[src/rtl/microcode_sequencer.sv]
// Control-store sequencer: copies EPROM into control-store RAM after reset, then steps upc per seq_op.
// Optional call/return stack built when `ECLAIR_SEQ_STACK_EN is defined; otherwise CALL=JUMP, RETURN=NEXT.
module microcode_sequencer #(
   parameter int ADDR_WIDTH  = 8,
   parameter int WORD_WIDTH  = 64,
   parameter int NUM_COND    = 4,
   parameter int STACK_DEPTH = 4
) (
   input  logic                        clk,
   input  logic                        reset,
   output logic [ADDR_WIDTH-1:0]       rom_addr,
   input  logic [WORD_WIDTH-1:0]       rom_data,
   output logic                        ram_we,
   output logic [ADDR_WIDTH-1:0]       ram_addr,
   output logic [WORD_WIDTH-1:0]       ram_wdata,
   input  logic [2:0]                  seq_op,
   input  logic [ADDR_WIDTH-1:0]       seq_target,
   input  logic [ADDR_WIDTH-1:0]       opcode,
   input  logic [NUM_COND-1:0]         cond,
   input  logic [$clog2(NUM_COND)-1:0] cond_sel,
   input  logic                        stall,
   output logic [ADDR_WIDTH-1:0]       cs_addr,
   output logic                        cs_ready,
   output logic                        stack_err
);

   localparam logic [0:0] ST_LOAD = 1'b0;
   localparam logic [0:0] ST_RUN  = 1'b1;

   localparam logic [2:0] OP_NEXT     = 3'd0;
   localparam logic [2:0] OP_JUMP     = 3'd1;
   localparam logic [2:0] OP_DISPATCH = 3'd2;
   localparam logic [2:0] OP_BRANCH   = 3'd3;
   localparam logic [2:0] OP_CALL     = 3'd4;
   localparam logic [2:0] OP_RETURN   = 3'd5;
   localparam logic [2:0] OP_HOLD     = 3'd6;
   localparam logic [2:0] OP_RESTART  = 3'd7;

   logic [0:0]            state_q, state_d;
   logic [ADDR_WIDTH-1:0] load_cnt_q, load_cnt_d;
   logic [ADDR_WIDTH-1:0] upc_q, upc_d;
   logic [ADDR_WIDTH-1:0] upc_inc;

`ifdef ECLAIR_SEQ_STACK_EN
   localparam int SPW = $clog2(STACK_DEPTH + 1);
   localparam logic [SPW-1:0] SP_FULL = SPW'(STACK_DEPTH);

   // Array is padded to a power of two so sp_q always indexes in range.
   logic [ADDR_WIDTH-1:0] stack_q [2**SPW];
   logic [SPW-1:0]        sp_q, sp_d, sp_m1;
   logic                  err_q, err_d, push;

   assign sp_m1     = sp_q - 1'b1;
   assign stack_err = err_q;
`else
   assign stack_err = 1'b0;
`endif

   assign upc_inc   = upc_q + 1'b1;
   assign rom_addr  = load_cnt_q;
   assign ram_we    = (state_q == ST_LOAD) && !reset;
   assign ram_addr  = (state_q == ST_LOAD) ? load_cnt_q : upc_q;
   assign ram_wdata = rom_data;
   assign cs_addr   = upc_q;
   assign cs_ready  = (state_q == ST_RUN);

   always_comb begin
      state_d    = state_q;
      load_cnt_d = load_cnt_q;
      upc_d      = upc_q;
`ifdef ECLAIR_SEQ_STACK_EN
      sp_d       = sp_q;
      err_d      = err_q;
      push       = 1'b0;
`endif
      if (state_q == ST_LOAD) begin
         load_cnt_d = load_cnt_q + 1'b1;
         if (load_cnt_q == '1) begin
            state_d = ST_RUN;
            upc_d   = '0;
         end
      end else if (!stall) begin
         case (seq_op)
            OP_NEXT:     upc_d = upc_inc;
            OP_JUMP:     upc_d = seq_target;
            OP_DISPATCH: upc_d = opcode;
            OP_BRANCH:   upc_d = cond[cond_sel] ? seq_target : upc_inc;
            OP_CALL: begin
               upc_d = seq_target;
`ifdef ECLAIR_SEQ_STACK_EN
               if (sp_q == SP_FULL) begin
                  err_d = 1'b1;
               end else begin
                  push = !reset;
                  sp_d = sp_q + 1'b1;
               end
`endif
            end
            OP_RETURN: begin
`ifdef ECLAIR_SEQ_STACK_EN
               if (sp_q == '0) begin
                  upc_d = '0;
                  err_d = 1'b1;
               end else begin
                  upc_d = stack_q[sp_m1];
                  sp_d  = sp_m1;
               end
`else
               upc_d = upc_inc;
`endif
            end
            OP_HOLD:     upc_d = upc_q;
            OP_RESTART: begin
               upc_d = '0;
`ifdef ECLAIR_SEQ_STACK_EN
               sp_d  = '0;
`endif
            end
         endcase
      end
   end

   always_ff @(posedge clk) begin
      if (reset) begin
         state_q    <= ST_LOAD;
         load_cnt_q <= '0;
         upc_q      <= '0;
`ifdef ECLAIR_SEQ_STACK_EN
         sp_q       <= '0;
         err_q      <= 1'b0;
`endif
      end else begin
         state_q    <= state_d;
         load_cnt_q <= load_cnt_d;
         upc_q      <= upc_d;
`ifdef ECLAIR_SEQ_STACK_EN
         sp_q       <= sp_d;
         err_q      <= err_d;
`endif
      end
   end

`ifdef ECLAIR_SEQ_STACK_EN
   // Stack contents need no reset; sp_q alone defines which entries are live.
   always_ff @(posedge clk) begin
      if (push) stack_q[sp_q] <= upc_inc;
   end
`endif

endmodule

[config.mk]
export PLATFORM = sky130hd
export DESIGN_NAME = microcode_sequencer
export DESIGN_NICKNAME = d
export VERILOG_FILES = /design/src/rtl/microcode_sequencer.sv
export SDC_FILE = /design/constraint.sdc
export NUM_CORES = 1
export LEC_CHECK = 0
export ABC_AREA = 1
export BUFFER_PORTS_ARGS = -buffer_cell sky130_fd_sc_hd__buf_2
export CORE_MARGIN = 5
export CORE_UTILIZATION = 36
export DETAILED_ROUTE_END_ITERATION = 8
export GPL_TIMING_DRIVEN = 0
export PLACE_DENSITY_LB_ADDON = 0.08
export SYNTH_ARGS = -nofsm -noshare
export SYNTH_HDL_FRONTEND = slang
export SYNTH_SLANG_ARGS = --single-unit
export TNS_END_PERCENT = 50
[constraint.sdc]
create_clock -name clk -period 1.6 [get_ports clk]
set_clock_uncertainty 0.2 [all_clocks]
set_input_delay 0.16 -clock clk [delete_from_list [all_inputs] [get_ports clk]]
set_output_delay 0.16 -clock clk [all_outputs]
set_load 0.01 [all_outputs]
==> results of run 1 <==
## flip-flops by register name, summed over array words and instances (netlist names)
register	count
rom_addr	8
cs_ready	1
cs_addr	8
## power groups by stage
stage / clock [uW] / combinational [uW] / sequential [uW]
floorplan: 0 / 257 / 449
global placement: 0 / 405 / 447
detailed placement: 0 / 409 / 447
CTS: 325 / 412 / 435
global route: 348 / 452 / 434
finish: 322 / 407 / 432
## kinds of logic after synthesis
family	Yosys count	synth area share, %
xor+xnor	5	2.52
flops	17	19.6
simple gates	126	31.6
buf+inv	90	33.8
compound gates	31	10.8
other cells	1	0.216
fa+ha+maj	2	1.44
## final cells by class
| class | instances | area (um2) |
|---|---|---|
| Inverter | 21 | 78.8 |
| Multi-Input combinational cell | 165 | 840 |
| Sequential cell | 17 | 355 |
| Tap cell | 54 | 67.6 |
| Fill cell | 510 | 2170 |
| Buffer | 69 | 529 |
| Clock buffer | 4 | 45.0 |
| Timing Repair Buffer | 120 | 611 |
## timing repair
item	CTS	global route
buffers inserted	2	0
setup endpoints to repair	10	14
pin swaps	0	3
endpoints found under the hold margin	3	0
gates cloned	0	0
resized for setup	8	15
hold buffers	1	0
## synth_stat cells (2+ instances only)
master	instances	area share [%]
nand2_2	3	1.1
dfxtp_1	17	20
nand4_1	3	1.1
nand2_1	71	15
a21oi_1	14	4.0
nand3b_1	2	0.86
clkbuf_1	2	0.43
nor3_1	3	0.86
inv_1	19	4.1
a21oi_2	3	1.5
inv_2	2	0.43
o21ai_0	8	2.3
nor2_1	23	5.0
nand3_1	16	4.6
o21ai_1	4	1.2
buf_4	66	29
ha_1	2	1.4
xor2_1	4	2.0
## worst reg2reg max path, cell delays in order (launching register included)
cell and delay [ns]:
dfxtp_2 0.34, ha_1 0.21, nand2_1 0.15, nor3_4 0.06, a21boi_4 0.23, nand2_1 0.10, a21oi_2 0.13
## layer usage
layer  wire length (um)  part of all wire [%]  GRT usage, %  up-vias
met5                  0                     0             0        -
li1                   -                     -             -     1040
met4                 31                  0.61          2.06        0
met3                556                    11          4.63        4
met2               2360                    47          26.1      104
met1               2100                    42          18.9      794
## final timing paths
kind / from / end / slack, ns / cells after the start
min: reset / rom_addr[5] / 0.07 / 4
min reg2reg: rom_addr[7] / rom_addr[7] / 0.28 / 2
max: cs_ready / ram_addr[4] / 0.06 / 5
max reg2reg: rom_addr[0] / cs_addr[6] / 0.11 / 6
## stage by stage
step / cell area (um2) / hold slack [ns]
4_1_cts: 2480 / 0.0605
2_1_floorplan: 1740 / 0.0224
5_1_grt: 2530 / 0.0915
3_5_place_dp: 2390 / 0.192
6_report: 2530 / 0.0658
3_3_place_gp: 2390 / 0.191
==> results_dict.tcl, run 1 <==
set metrics [dict create \
    coreArea_mm2 0.00469 \
    grt_use_total_pct 15.2 \
    max_freq_mhz 648 \
    pwr-share-clk_pct 27.7 \
    via_per_inst 4.32 \
    timing.final.crit_period_ns 1.54 \
    internal-power_uw 825 \
    endpoint_kind "output pin" \
    crit_required_ns 1.24 \
    path_cells "buf_8 -> buf_8 -> nand2_1 -> o21ai_0 -> buf_2" \
    synth_nets 366 \
    diodes 0 \
    cp.arrival_ns 1.18 \
    dieArea_mm2 0.00631 \
    slowest_stage "dfxtp_4" \
    root_buffer "clkbuf_8" \
    rsz0062_at_grt "no" \
    place_congestion 0.826 \
    overflow 0 \
    peakVddDrop_uv 300 \
    tightest_slew_ns 0.503 \
    cts_buffers 3 \
    drt_first_iter_violations 76 \
    crit_type "reg -> out" \
    ys_ff_latch 17 \
    die_x_um 79.5 \
    grt_pass1_wl_um 7940 \
    async_flop_share_pct 0 \
    io_pins 183 \
    p_leak_uw 0.00147 \
    switching_power_uw 335 \
    fin_nets 491 \
    ys_types 28 \
    fin_setup_tns_ns 0 \
    synth_edf_count 0 \
    period_share_pct 96.5 \
    pwr-share-comb_pct 35.1 \
    maxCapViolCount 0 \
    cpPeakStageDelay_ns 0.37 \
    run_status "complete, no violations" \
    power_frac_seq_pct 37.2 \
    wl_per_cell_um 11.2 \
    initial_core_util_pct 37.0 \
    mostFrequentLayoutCell "buf_2" \
    path_delay_family "buffers and inverters" \
    clock_latency_ns 0.25 \
    drv_slew 0 \
    fin_util_pct 53.8 \
    worstSetupStartpointType "flip-flop" \
    dp_slack_ns -0.181 \
    dp_hpwl_um 4360 \
    route.detailed.drc 0 \
    drt-total-wl_um 5050 \
    p_per_area_mw_per_mm2 459 \
    cp_common_cell "buf_8" \
    postRouteAntennaNets 0 \
    relSlewSlack_pct 66.5 \
    hp-class "in -> reg" \
    row_count 25 \
    hold_viol_final 0 \
    antenna_found_initial 0 \
    p_total_uw 1160 \
    clk_pin_slew_ns 0.07 \
    sw_frac_of_total_pct 28.9 \
    cts_tree "yes" \
    num_vias 1942 \
    numPortBuffers 117 \
    syn-cell-area_mm2 0.00174 \
    clk_path_buf_depth 2 \
    seq_area_frac_synth_pct 19.6 \
    htreeDepth 1 \
    cp_num_buf_inv 3 \
    synthCells 272 \
    final.setup.worst_slack_ns 0.0562 \
    dp_cells 443 \
    final-setup-viol-count 0 \
    cts_sinks 17 \
    final_cell_mix "117 x buf_2, 71 x nand2_1, 68 x buf_4" \
    die_y_um 79.5 \
    finalNonFillerCells 450 \
    yosysWarningCount 0 \
    syn_avg_cell_area_um2 6.38 \
    yosys_most_used_dff "dfxtp_1" \
    worst-path-max-fanout 10 \
    drive_above_1_share_pct 54.3 \
    grt_max_degree 11 \
    grt_pass1_vias 1830 \
    first_pass_iters 4 \
    syn_to_final_growth_pct 45.5 \
]
No activity file was read; power rests on OpenSTA's default activity.
==> run 2: changes to the inputs <==
ABC_AREA = not set   (was 1)
CORE_UTILIZATION = 37   (was 36)
HOLD_SLACK_MARGIN = 0.1   (was not set)
==> run 2 against run 1 <==
Sequential power is 0.9% lower. Non-clock buffer count is 32 higher. The flow now finishes with violations (setup timing). Utilization is 12 points higher. Sequential share of layout area is 2.1 points lower. Critical endpoint is now cs_addr[7]. Register-to-register slack worse by 0.26 ns. Critical path type is now reg -> reg. Critical path depth is 1 higher. Synthesized cell count is 14% lower. Maximum frequency is 12% lower. Setup slack worse by 0.20 ns.
==> results_dict.tcl, run 2 <==
set metrics [dict create \
    via_per_inst 4.71 \
    grtUsageMet1_pct 21.1 \
    seqCellArea_um2 377 \
    yosys.area_share.simple_pct 17.4 \
    synthAdderAreaFrac_pct 1.35 \
    clk_pin_slew_ns 0.08 \
    busiest_layer "met2" \
    place_congestion 0.840 \
    crit_required_ns 1.55 \
    final_cell_mix "113 x buf_2, 82 x buf_4, 15 x nand2_1" \
    endpoint_kind "flip-flop" \
    drt_first_iter_violations 97 \
    use_met3_pct 5.10 \
    row_count 25 \
    wl_per_cell_um 14.1 \
    yosysMostFrequentCell "buf_4" \
    fin_util_pct 65.7 \
    coreArea_mm2 0.00479 \
    yosys_most_used_dff "dfxtp_1" \
    hp-class "in -> reg" \
    syn-cell-area_mm2 0.00186 \
    postRouteAntennaNets 0 \
    antenna_found_initial 0 \
    synth_top_area_share_pct 26.3 \
    initial_core_util_pct 38.8 \
    overflow 0 \
    grt_pass1_wl_um 9760 \
    peakVddDrop_uv 289 \
    mostFrequentLayoutCell "buf_2" \
    io_pins 183 \
    worst-path-max-fanout 5 \
    yosysWarningCount 0 \
    worstRegToRegCells 6 \
    clock_latency_ns 0.26 \
    timing.final.crit_period_ns 1.75 \
    max_freq_mhz 572 \
    async_flop_share_pct 0 \
    run_status "complete, but fails checks" \
    dieArea_mm2 0.00653 \
    place_area_mm2 0.00253 \
    hold_viol_final 0 \
    cts_sinks 17 \
    drive_above_1_share_pct 68.1 \
    grt_max_degree 12 \
    worstSetupStartpointType "flip-flop" \
    seq_area_frac_synth_pct 18.3 \
    htreeDepth 1 \
    ys_ff_latch 17 \
    failed_checks "setup timing" \
    fin_nets 480 \
    syn_avg_cell_area_um2 7.90 \
    dp_hpwl_um 4910 \
    netlist_top_cells_count "65 x buf_4, 17 x dfxtp_1, 15 x nand2_1" \
    synthCells 235 \
    cp.arrival_ns 1.69 \
    cts_buffers 3 \
    syn_to_final_growth_pct 69.4 \
    ys_top_cells_by_area "buf_4 26%, dfxtp_1 18%, mux2_2 4.9%, xor2_1 4.2%, nand2_1 3.0%" \
    finalNonFillerCells 452 \
    synth_edf_count 0 \
    synthXorXnorAreaFrac_pct 5.66 \
    crit_type "reg -> reg" \
    ys_types 48 \
    fill_cells 444 \
    ctsHoldBuffers 10 \
    p_leak_uw 0.00159 \
    num_vias 2129 \
    hold_path_depth 3 \
    final-setup-viol-count 14 \
    p_per_area_mw_per_mm2 408 \
    drv_slew 0 \
    first_pass_iters 4 \
    use_met2_pct 34.2 \
    post-route-cell-area_mm2 0.00314 \
    crit_path_end "cs_addr[7]" \
    maxCapViolCount 0 \
    r2r-start "rom_addr[3]" \
    clk_path_buf_depth 2 \
    synth.mux.area_fraction_pct 7.15 \
    period_share_pct 109 \
    numPortBuffers 116 \
    die_y_um 80.8 \
    dp_cells 418 \
    die_x_um 80.8 \
    regToRegSetupSlack_ns -0.15 \
    root_buffer "clkbuf_8" \
    synth_area_leader_cell "buf_4" \
    r2r-end "cs_addr[7]" \
    worstSetupStartpoint "rom_addr[3]" \
    final.setup.worst_slack_ns -0.148 \
    grt_use_total_pct 18.6 \
    worst_hold_slack_ns 0.0936 \
    synth_compound_area_share_pct 20.4 \
    drt-total-wl_um 6390 \
    rsz0062_at_grt "yes" \
    multi_input_area_mm2 0.00117 \
    synth_top_family_by_area "buffers and inverters" \
    synth_nets 329 \
    grt_pass1_vias 2140 \
    diodes 0 \
    dp_slack_ns -0.304 \
    cts_tree "yes" \
    route.detailed.drc 0 \
]
==> run 2: changes by cell type after synthesis, moves of 6 or more <==
cell / delta
nor2_1: -12
nand3_1: -7
and2_1: +6
inv_1: -16
nand2_1: -56
mux2_2: +8
==> run 2: area by class of cell <==
class | count | share of cell area, %
buffer | 74 | 17.6
clock buffer | 3 | 1.31
clock inverter | 1 | 0.239
inverter | 3 | 0.358
multi-input combinational | 140 | 37.4
sequential | 17 | 12.0
tap | 67 | 2.67
timing repair buffer | 147 | 28.4
==> run 2: per-stage QoR <==
stage	power, uW	setup TNS, ns
floorplan	748	-0.499
global placement	906	-3.26
detailed placement	910	-2.96
CTS	1270	-0.169
global route	1370	-1.53
finish	1280	-0.557
==> run 2: what timing repair did <==
item                       in CTS  in global routing
gates resized for setup        53                 15
pin swaps                      11                  2
gates cloned                    1                  0
buffers inserted               17                  4
hold endpoints to repair        8                  1
setup endpoints to repair      17                 17
==> run 2: power by group <==
| group | leakage (uW) | internal [uW] | switching [uW] |
|---|---|---|---|
| logic | 0.00142 | 299 | 223 |
| clock network | 0.0000217 | 175 | 158 |
| registers | 0.000146 | 416 | 11.9 |
| total | 0.00159 | 890 | 393 |
==> run 2: per-layer routing <==
| layer | up-vias | part of all wire [%] |
|---|---|---|
| met2 | 110 | 52 |
| met3 | 13 | 9.3 |
| li1 | 1052 | - |
| met5 | - | 0 |
| met4 | 0 | 1.9 |
| met1 | 954 | 37 |
==> run 2: worst min-delay path by stage <==
| stage | startpoint | endpoint | slack [ns] |
|---|---|---|---|
| finish | stall | cs_addr[1] | 0.09 |
| global route | stall | cs_addr[1] | 0.1 |
| CTS | stall | cs_addr[1] | 0.1 |
| detailed placement | opcode[2] | cs_addr[2] | 0.27 |
| global placement | opcode[2] | cs_addr[2] | 0.26 |
| floorplan | opcode[2] | cs_addr[2] | 0.16 |
==> run 2: kinds of logic after synthesis <==
logic type | Yosys count
AOI/OAI and AO/OA | 53
adders and majority gates | 2
buffers and inverters | 78
muxes | 11
other | 1
xor gates and xnor gates | 12
DFF | 17
and+or+nand+nor | 61
==> run 2: worst max-delay path, stage by stage (launching register included) <==
cell and delay [ns]:
dfxtp_4 0.35, and3_4 0.17, and3_4 0.21, a311oi_4 0.11, buf_6 0.15, a32o_1 0.21
a211o_1 0.24
